$ cat src/rtl/xmem_split.sv
// xmem_split: single-master to multi-slave address router for the xmem protocol.
// Requests are decoded and forwarded combinationally. Read responses are
// registered and returned in request order. Unmapped addresses are answered
// locally with a decode error so the bus never hangs.
module xmem_split #(
  parameter int unsigned NUM_SLAVES      = 2,
  parameter int unsigned DATA_WIDTH      = 32,
  parameter int unsigned ADDR_WIDTH      = 32,
  parameter logic [NUM_SLAVES*ADDR_WIDTH-1:0] SLAVE_BASE = {32'h0001_0000, 32'h0000_0000},
  parameter logic [NUM_SLAVES*ADDR_WIDTH-1:0] SLAVE_MASK = {32'hFFFF_0000, 32'hFFFF_0000},
  parameter int unsigned MAX_OUTSTANDING = 4,
  parameter logic [DATA_WIDTH-1:0] DECERR_DATA = 32'hDEAD_BEEF
) (
  input  logic                                  aclk,
  input  logic                                  areset,
  input  logic                                  s_req_valid,
  output logic                                  s_req_ready,
  input  logic                                  s_req_we,
  input  logic [ADDR_WIDTH-1:0]                 s_req_addr,
  input  logic [DATA_WIDTH-1:0]                 s_req_wdata,
  output logic                                  s_rsp_valid,
  output logic [DATA_WIDTH-1:0]                 s_rsp_rdata,
  output logic [NUM_SLAVES-1:0]                 m_req_valid,
  input  logic [NUM_SLAVES-1:0]                 m_req_ready,
  output logic                                  m_req_we,
  output logic [ADDR_WIDTH-1:0]                 m_req_addr,
  output logic [DATA_WIDTH-1:0]                 m_req_wdata,
  input  logic [NUM_SLAVES-1:0]                 m_rsp_valid,
  input  logic [NUM_SLAVES*DATA_WIDTH-1:0]      m_rsp_rdata,
  output logic                                  decerr,
  output logic [$clog2(MAX_OUTSTANDING+1)-1:0]  outstanding
);

  localparam int unsigned CNT_W = $clog2(MAX_OUTSTANDING + 1);
  localparam int unsigned SLV_W = $clog2(NUM_SLAVES + 1);
  localparam logic [SLV_W-1:0] DECERR_SLOT = SLV_W'(NUM_SLAVES);

  // Read tracking and response registers
  logic [CNT_W-1:0]      cnt_q,       cnt_d;
  logic [SLV_W-1:0]      cur_slv_q,   cur_slv_d;
  logic                  rsp_valid_q, rsp_valid_d;
  logic [DATA_WIDTH-1:0] rsp_rdata_q, rsp_rdata_d;
  logic                  decerr_q,    decerr_d;

  // Decode / datapath helpers
  logic [SLV_W-1:0]      sel;
  logic                  hit_any;
  logic                  sel_ready;
  logic                  cur_rsp_valid;
  logic [DATA_WIDTH-1:0] cur_rsp_rdata;
  logic                  stall;
  logic                  req_hs;
  logic                  rd_acc;
  logic                  rsp_hit;

  // Address decode: lowest matching slave index wins, no match selects the decode-error slot
  always_comb begin
    sel     = DECERR_SLOT;
    hit_any = 1'b0;
    for (int unsigned i = 0; i < NUM_SLAVES; i++) begin
      if (!hit_any &&
          ((s_req_addr & SLAVE_MASK[i*ADDR_WIDTH +: ADDR_WIDTH]) ==
           SLAVE_BASE[i*ADDR_WIDTH +: ADDR_WIDTH])) begin
        hit_any = 1'b1;
        sel     = SLV_W'(i);
      end
    end
  end

  // Slave-side muxes: ready of the selected slave, response of the slave owning the in-flight reads
  always_comb begin
    sel_ready     = 1'b1;
    cur_rsp_valid = 1'b0;
    cur_rsp_rdata = '0;
    for (int unsigned i = 0; i < NUM_SLAVES; i++) begin
      if (sel == SLV_W'(i)) begin
        sel_ready = m_req_ready[i];
      end
      if (cur_slv_q == SLV_W'(i)) begin
        cur_rsp_valid = m_rsp_valid[i];
        cur_rsp_rdata = m_rsp_rdata[i*DATA_WIDTH +: DATA_WIDTH];
      end
    end
  end

  // Request path: read ordering stall, handshake, fan-out of valid
  always_comb begin
    stall = !s_req_we &&
            ((cnt_q == CNT_W'(MAX_OUTSTANDING)) ||
             ((cnt_q != '0) && ((sel != cur_slv_q) || !hit_any)));
    s_req_ready = !areset && !stall && sel_ready;
    req_hs      = s_req_valid && s_req_ready;
    rd_acc      = req_hs && !s_req_we;
    m_req_valid = '0;
    for (int unsigned i = 0; i < NUM_SLAVES; i++) begin
      m_req_valid[i] = s_req_valid && !areset && !stall && (sel == SLV_W'(i));
    end
    m_req_we    = s_req_we;
    m_req_addr  = s_req_addr;
    m_req_wdata = s_req_wdata;
  end

  // Next-state for read tracking and the registered response path
  always_comb begin
    rsp_hit = (cnt_q != '0) && cur_rsp_valid;

    cnt_d = cnt_q;
    if (rd_acc && hit_any) cnt_d = cnt_d + CNT_W'(1);
    if (rsp_hit)           cnt_d = cnt_d - CNT_W'(1);

    cur_slv_d = rd_acc ? sel : cur_slv_q;

    // A decode-error read is answered in its own accept cycle, so it never
    // occupies the counter; it only accepts with cnt == 0, hence no overlap
    // with a slave response.
    rsp_valid_d = rsp_hit || (rd_acc && !hit_any);
    if (rd_acc && !hit_any) begin
      rsp_rdata_d = DECERR_DATA;
    end else if (rsp_hit) begin
      rsp_rdata_d = cur_rsp_rdata;
    end else begin
      rsp_rdata_d = '0;
    end

    decerr_d = req_hs && !hit_any;
  end

  // State registers with asynchronous reset
  always_ff @(posedge aclk or posedge areset) begin
    if (areset) begin
      cnt_q       <= '0;
      cur_slv_q   <= '0;
      rsp_valid_q <= 1'b0;
      rsp_rdata_q <= '0;
      decerr_q    <= 1'b0;
    end else begin
      cnt_q       <= cnt_d;
      cur_slv_q   <= cur_slv_d;
      rsp_valid_q <= rsp_valid_d;
      rsp_rdata_q <= rsp_rdata_d;
      decerr_q    <= decerr_d;
    end
  end

  assign s_rsp_valid = rsp_valid_q;
  assign s_rsp_rdata = rsp_rdata_q;
  assign decerr      = decerr_q;
  assign outstanding = cnt_q;

endmodule

$ cat config.mk
export PLATFORM = sky130hd
export DESIGN_NAME = xmem_split
export DESIGN_NICKNAME = d
export VERILOG_FILES = /design/src/rtl/xmem_split.sv
export SDC_FILE = /design/constraint.sdc
export NUM_CORES = 1
export LEC_CHECK = 0
export ABC_CLOCK_PERIOD_IN_PS = 3500
export CORE_ASPECT_RATIO = 0.6
export CORE_MARGIN = 2
export CORE_UTILIZATION = 29
export CTS_CLUSTER_DIAMETER = 80
export DETAILED_ROUTE_END_ITERATION = 16
export HOLD_SLACK_MARGIN = 0.06
export PLACE_DENSITY = 0.92
export SYNTH_ARGS = -nofsm -noshare
export SYNTH_HDL_FRONTEND = slang
export SYNTH_SLANG_ARGS = --single-unit
$ cat constraint.sdc
create_clock -name aclk -period 3.5 [get_ports aclk]
set_input_delay 0.7 -clock aclk [delete_from_list [all_inputs] [get_ports aclk]]
set_output_delay 0.7 -clock aclk [all_outputs]
set_load 0.005 [all_outputs]
==> results of run 1 <==
## registers in the layout, summed over array words and instances (netlist names)
name	flops
s_rsp_rdata	32
s_rsp_valid	1
decerr	1
outstanding	3
cur_slv_q	2
## worst max-delay path: cells and delay by family
family,cells,cell delay (ps)
buffers and inverters,2,920
AND/OR/NAND/NOR,2,640
AO/OA/AOI/OAI,1,200
XOR/XNOR,1,180
## how the worst min path moves through the flow
stage	startpoint	end	slack [ps]	depth (start not counted)
detailed placement	cur_slv_q[1]$_DFFE_PP0N_	cur_slv_q[1]$_DFFE_PP0N_	580	2
CTS	cur_slv_q[1]$_DFFE_PP0N_	cur_slv_q[1]$_DFFE_PP0N_	600	2
floorplan	cur_slv_q[1]$_DFFE_PP0N_	cur_slv_q[1]$_DFFE_PP0N_	520	2
finish	cur_slv_q[1]$_DFFE_PP0N_	cur_slv_q[1]$_DFFE_PP0N_	610	2
global route	cur_slv_q[1]$_DFFE_PP0N_	cur_slv_q[1]$_DFFE_PP0N_	620	2
global placement	cur_slv_q[1]$_DFFE_PP0N_	cur_slv_q[1]$_DFFE_PP0N_	560	2
## cell usage after synthesis, drive strengths merged, types with 2 or more instances
cell type / number / area, um^2
nand2: 5 / 18.8
nor4: 3 / 18.8
xnor2: 2 / 17.5
nor2b: 2 / 12.5
xor2: 3 / 26.3
inv: 6 / 22.5
mux2i: 35 / 350
clkbuf: 9 / 33.8
ha: 3 / 37.5
o21ai: 26 / 130
dfrtp: 39 / 976
nor2: 11 / 41.3
a21oi: 3 / 15.0
buf: 66 / 499
## per-layer routing
metal	up-vias	global-route usage [%]	part of all wire, %
met3	27	6.33	11
met4	0	5.56	2.4
li1	863	-	-
met1	858	15.3	38
met5	-	0	0
met2	122	23.1	49
## logic make-up (layout without fill, tap and decap cells)
| family | Yosys count | count (layout) | share of synthesized area [%] |
|---|---|---|---|
| AO/OA/AOI/OAI | 34 | 34 | 8.45 |
| XOR/XNOR | 5 | 5 | 1.90 |
| adder cells (fa/ha/maj) | 3 | 3 | 1.62 |
| buffers and inverters | 81 | 163 | 24.0 |
| flip-flops | 39 | 39 | 42.2 |
| multiplexers | 36 | 36 | 15.6 |
| AND/OR/NAND/NOR | 28 | 28 | 6.12 |
## cell usage in the layout (no fill, tap or decap), types with 2 or more instances in the layout
master,n
a21oi_1,2
buf_4,6
clkbuf_16,5
clkdlybuf4s50_1,144
dfrtp_1,38
ha_1,3
inv_1,5
mux2i_1,35
nand2_1,5
nor2_1,11
nor2b_1,2
nor4_2,2
o21ai_1,26
xnor2_1,2
xor2_1,3
## cell type report
cell class | count | area (um^2)
clock buffers | 6 | 139
clock inverters | 1 | 5.00
fillers | 724 | 4210
inverters | 6 | 22.5
multi-input cells | 106 | 811
flip-flops and latches | 39 | 977
well taps | 108 | 135
repair buffers | 150 | 1490
## power groups by stage
stage,Combinational (mW),Sequential [mW],Clock [mW]
final,0.202,0.467,0.442
after global routing,0.217,0.468,0.480
after CTS,0.201,0.467,0.456
after detailed placement,0.200,0.475,0
after global placement,0.195,0.475,0
after floorplan,0.0986,0.476,0
## metrics by stage
stage / instance area [um^2] / utilization (%)
6_report: 3580 / 45.9
5_1_grt: 3580 / 45.9
4_1_cts: 3540 / 45.5
3_5_place_dp: 3400 / 43.7
3_3_place_gp: 3400 / 43.7
2_1_floorplan: 2310 / -
## what timing repair did
| item | 4_1_cts | 5_1_grt |
|---|---|---|
| endpoints found under the hold margin | 0 | 0 |
| endpoints found under the setup margin | 0 | 3 |
| gates resized for setup | 0 | 5 |
==> results.cfg, run 1 <==
[timing]
setup_ws_ps = 156
final_hold_viol_count = 0
worstMarginPinSlew_ps = 723
rsz0062_at_grt = false
post-route-period-util_pct = 95.5
setup_violations = 0
max_freq_mhz = 299
hold_ws_ps = 610
relSlewSlack_pct = 51.7
finalMaxSlewViolations = 0
finalClockSkew_ps = 4.04
tns_ps = 0
period_minus_slack_ps = 3340

[layout]
fin_nets = 447
drive_gt1_share_pct = 6.82
final_cells = 416
areaGrowthSynthToFinish_pct = 54.7
n_antenna_cell = 0

[placement]
place_ws_ps = 21.0
dp_hpwl_mm = 4.90
gp_congestion = 0.695
place_inst = 409
io_buffers = 144

[power]
ir_drop_uv = 153
p_leak_nw = 1.43
p_int_mw = 0.880
power.share.switching_pct = 20.8
p_clk_share_pct = 39.8
switching_power_mw = 0.231
p_per_area_nw_per_um2 = 311
p_total_mw = 1.11
pwr-share-seq_pct = 42.0
comb_power_share_pct = 18.2

[clocking]
clock_path_buffers = 2
cts_hold_buf = 0
htreeDepth = 2
cts_tree = yes
cts_buffers = 5
clkSinkCount = 39
clk_latency_ps = 270
cts.reportedPaths.clkPinSlew_ps = 50
cts_setup_buffers = 0
root_buffer = clkbuf_16

[die]
dieArea_um2 = 8720
rows = 25
die_x_um = 119
start_util_pct = 29.7
ios = 241
core_area_um2 = 7790
fp.dieH_um = 73.1

[grt]
grt_pass1_wl_mm = 9.22
grt_max_degree = 40
grt_pass1_vias = 1858
track_usage_pct = 13.7
antenna_found_initial = 0
grt-ovfl-total = 0

[synth]
synth_cell_types = 28
yosysSeqAreaShare_pct = 42.2
syn_inst = 226
syn_nets = 365
syn_area_per_cell_um2 = 10.2
synth_area_um2 = 2310
async_flop_share_pct = 100
ys.flop_type = dfrtp_1
synth_edf_count = 0
ys_ff_latch = 39
ys_warn_count = 0

[setup_path]
crit_arrival_ps = 2640
start_kind = input port
r2r_cells = 10
required_ps = 2800
rr_endpoint = outstanding[2]$_DFF_PP0_
slowest_stage = clkdlybuf4s50_1
r2r_slack_ps = 850
crit_top_cell = clkdlybuf4s50_1
rr_startpoint = outstanding[0]$_DFF_PP0_
crit_chain = clkdlybuf4s50_1 > xor2_1 > or4_4 > a21oi_2 > and3_1 > clkdlybuf4s50_1
critPathKind = in -> out
crit_start = s_req_addr[16]
critPathMaxFanout = 4
critPathMaxStageDelay_ps = 490
crit_path_end = m_req_valid[1]
crit_path_end_kind = output pin

[drt]
wl_per_cell_um = 14.9
dr.first_iter.drc_count = 48
via_count = 1870
drt-vias-per-instance = 4.50
drc = 0
dr.pass1.iters = 4
antenna_left = 0
wl_mm = 6.20

[status]
status = finished, final reports clean

[min_path]
hold_class = reg -> reg

[job]
maxCapViolations = 0
(Power assumes the default switching activity.)
==> run 2: changes to the inputs <==
Settings changed: SKIP_LAST_GASP from default to 1.
==> results of run 2 <==
Same layout as run 1: the final DEF is identical, and so are final timing and power.
==> RTL edit: new RTL, config.mk and constraints of run 2 <==
Put one more register stage on the output `decerr`. The value now appears one clock later. The other outputs are not delayed to match.
--- a/src/rtl/xmem_split.sv
+++ b/src/rtl/xmem_split.sv
@@ -144,7 +144,9 @@
 
   assign s_rsp_valid = rsp_valid_q;
   assign s_rsp_rdata = rsp_rdata_q;
-  assign decerr      = decerr_q;
+  always_ff @(posedge aclk) begin
+    decerr <= decerr_q;
+  end
   assign outstanding = cnt_q;
 
 endmodule
Check against the original RTL: not equivalent (Yosys sat finds a counterexample within 4 cycles, from zero or initial values and one cycle with areset high).
==> RTL edit against run 2 <==
  * Critical path depth increased by 1
  * Design area increased by 0.49%
  * Synthesized area increased by 0.87%
  * Routed wire length increased by 1.3%
  * Sequential cell count increased by 1
  * Worst setup slack got worse by 0.045 ns
  * Count of clock-buffer cells in the layout increased by 1
  * Worst hold slack got worse by 0.25 ns
  * Power decreased by 0.36%
  * Critical endpoint is now m_req_valid[0]
==> RTL edit: results (changes against run 2) <==
Parameter                              Value

Synthesis
  Syn_nets    366 (+0.27%)
  Proportion of synthesized flip-flops having asynchronous set or reset    97.5% (-2.5 points)
  Synth cell types    29 (+3.6%)
  XOR/XNOR share of the synthesized area    1.88% (-0.016 points)
  Fraction of the yosys area taken by sequential cells    42.7% (+0.50 points)
  Leading cell types by count after synthesis    65 x buf_4, 39 x dfrtp_1, 35 x mux2i_1
  Register bit count reported by yosys    40 (+2.6%)
  Area contributors post-synth    dfrtp_1 42%, buf_4 21%, mux2i_1 15%
  Count of mapped cells out of synthesis    227 (+0.44%)
  Adder-cell share of the synthesized area    1.61% (-0.014 points)
  Mux cell area share after synthesis    15.5% (-0.13 points)
  Compound-cell area share of the yosys netlist    8.37% (-0.073 points)

Cells and area
  Bufs w/o clock    151 (+0.67%)
  Cell Count, Final, Fillers Out    419 (+0.72%)
  Ant. Diodes    0 (unchanged)
  Clock-cell share    3.83% (-0.19 points)
  Final non-clock buffer share    41.6% (about the same)
  Final-stage net count    449 (+0.45%)
  Clock buf count    7 (+1)
  Area of the multi-input gates    807 µm² (-0.46%)
  Synthesis-to-layout area growth    54.2%
  Share of final-layout standard cells stronger than drive strength 1    6.75% (-0.066 points)
  Fill cell count    734 (+1.4%)
  Storage cell area    997 µm² (+2.0%)
  Layout multi-input combinational cell count    106 (unchanged)

Placed design
  RD Place Congestion    0.835 (+20%)
  Placement Cell Area    3420 µm² (+0.59%)
  Detailed placement HPWL    5020 µm (+2.4%)
  Minimum setup slack after placement    -0.000581 ns (-0.0216 ns)
  Number of placed instances, taps included    410 (+0.24%)

Setup path
  Number of cells on the worst reg-to-reg path    10 (unchanged)
  Delay of the slowest cell on the worst path    0.52 ns (+0.03 ns)
  Critical-path maximum fanout    4 (unchanged)
  Critical Path Sink    m_req_valid[0]
  Startpoint of the lowest-slack register-to-register path    outstanding[0]

STA
  Transition time of the tightest slew-check pin    0.738 ns (+0.0150 ns)
  Worst clock skew on the final layout    0.00488 ns (+0.000839 ns)
  Timing-limited maximum frequency    295 MHz (-1.3%)

Global routing
  Vias in the first global route    1855 (-0.16%)
  Antenna violations before repair    0 (unchanged)
  Total track usage    13.7% (+0.018 points)

Detailed routing
  Routed wire length on met3    713 µm (+4.5%)
  Initial DRC Count    30 (-38%)
  WL/cell    15.0 µm (+0.55%)
  Via density    4.37 (-2.8%)
  Post-route met1 wirelength    2480 µm (+6.2%)
  Met2 routed WL    3010 µm (-0.86%)

Clock tree
  Maximum level of the CTS H-tree    2 (unchanged)

Pwr
  Static power due to leakage    0.00144 µW (+0.73%)
  Worst-case vdd ir drop    0.143 mV (-6.4%)

Status
  Status    finished clean

Die
  Overall die area    8790 µm² (+0.83%)
[RTL edit: metal layers]
layer,vias to the layer above,track usage [%]
met3,12,6.99
met2,113,23.0
met5,-,0
met4,0,4.58
li1,857,-
met1,849,15.4
[RTL edit: worst min path at each step]
stage	start	end	slack, ns	cells past startpoint
6_report	decerr_q	decerr	0.36	0
4_1_cts	decerr_q	decerr	0.36	0
3_5_place_dp	decerr_q	decerr	0.35	0
3_3_place_gp	decerr_q	decerr	0.33	0
2_1_floorplan	decerr_q	decerr	0.32	0
5_1_grt	decerr_q	decerr	0.37	0
[RTL edit: timing repair]
item,in CTS,in global routing
setup endpoints to repair,2,3
setup buffers,0,1
cloned,0,0
gates resized for setup,1,3
pin swaps,0,1
endpoints found under the hold margin,0,0
[RTL edit: where the power goes]
| part | switching, µW | internal, µW |
|---|---|---|
| registers | 4.65 | 474 |
| clock network | 162 | 263 |
| logic | 63.1 | 140 |
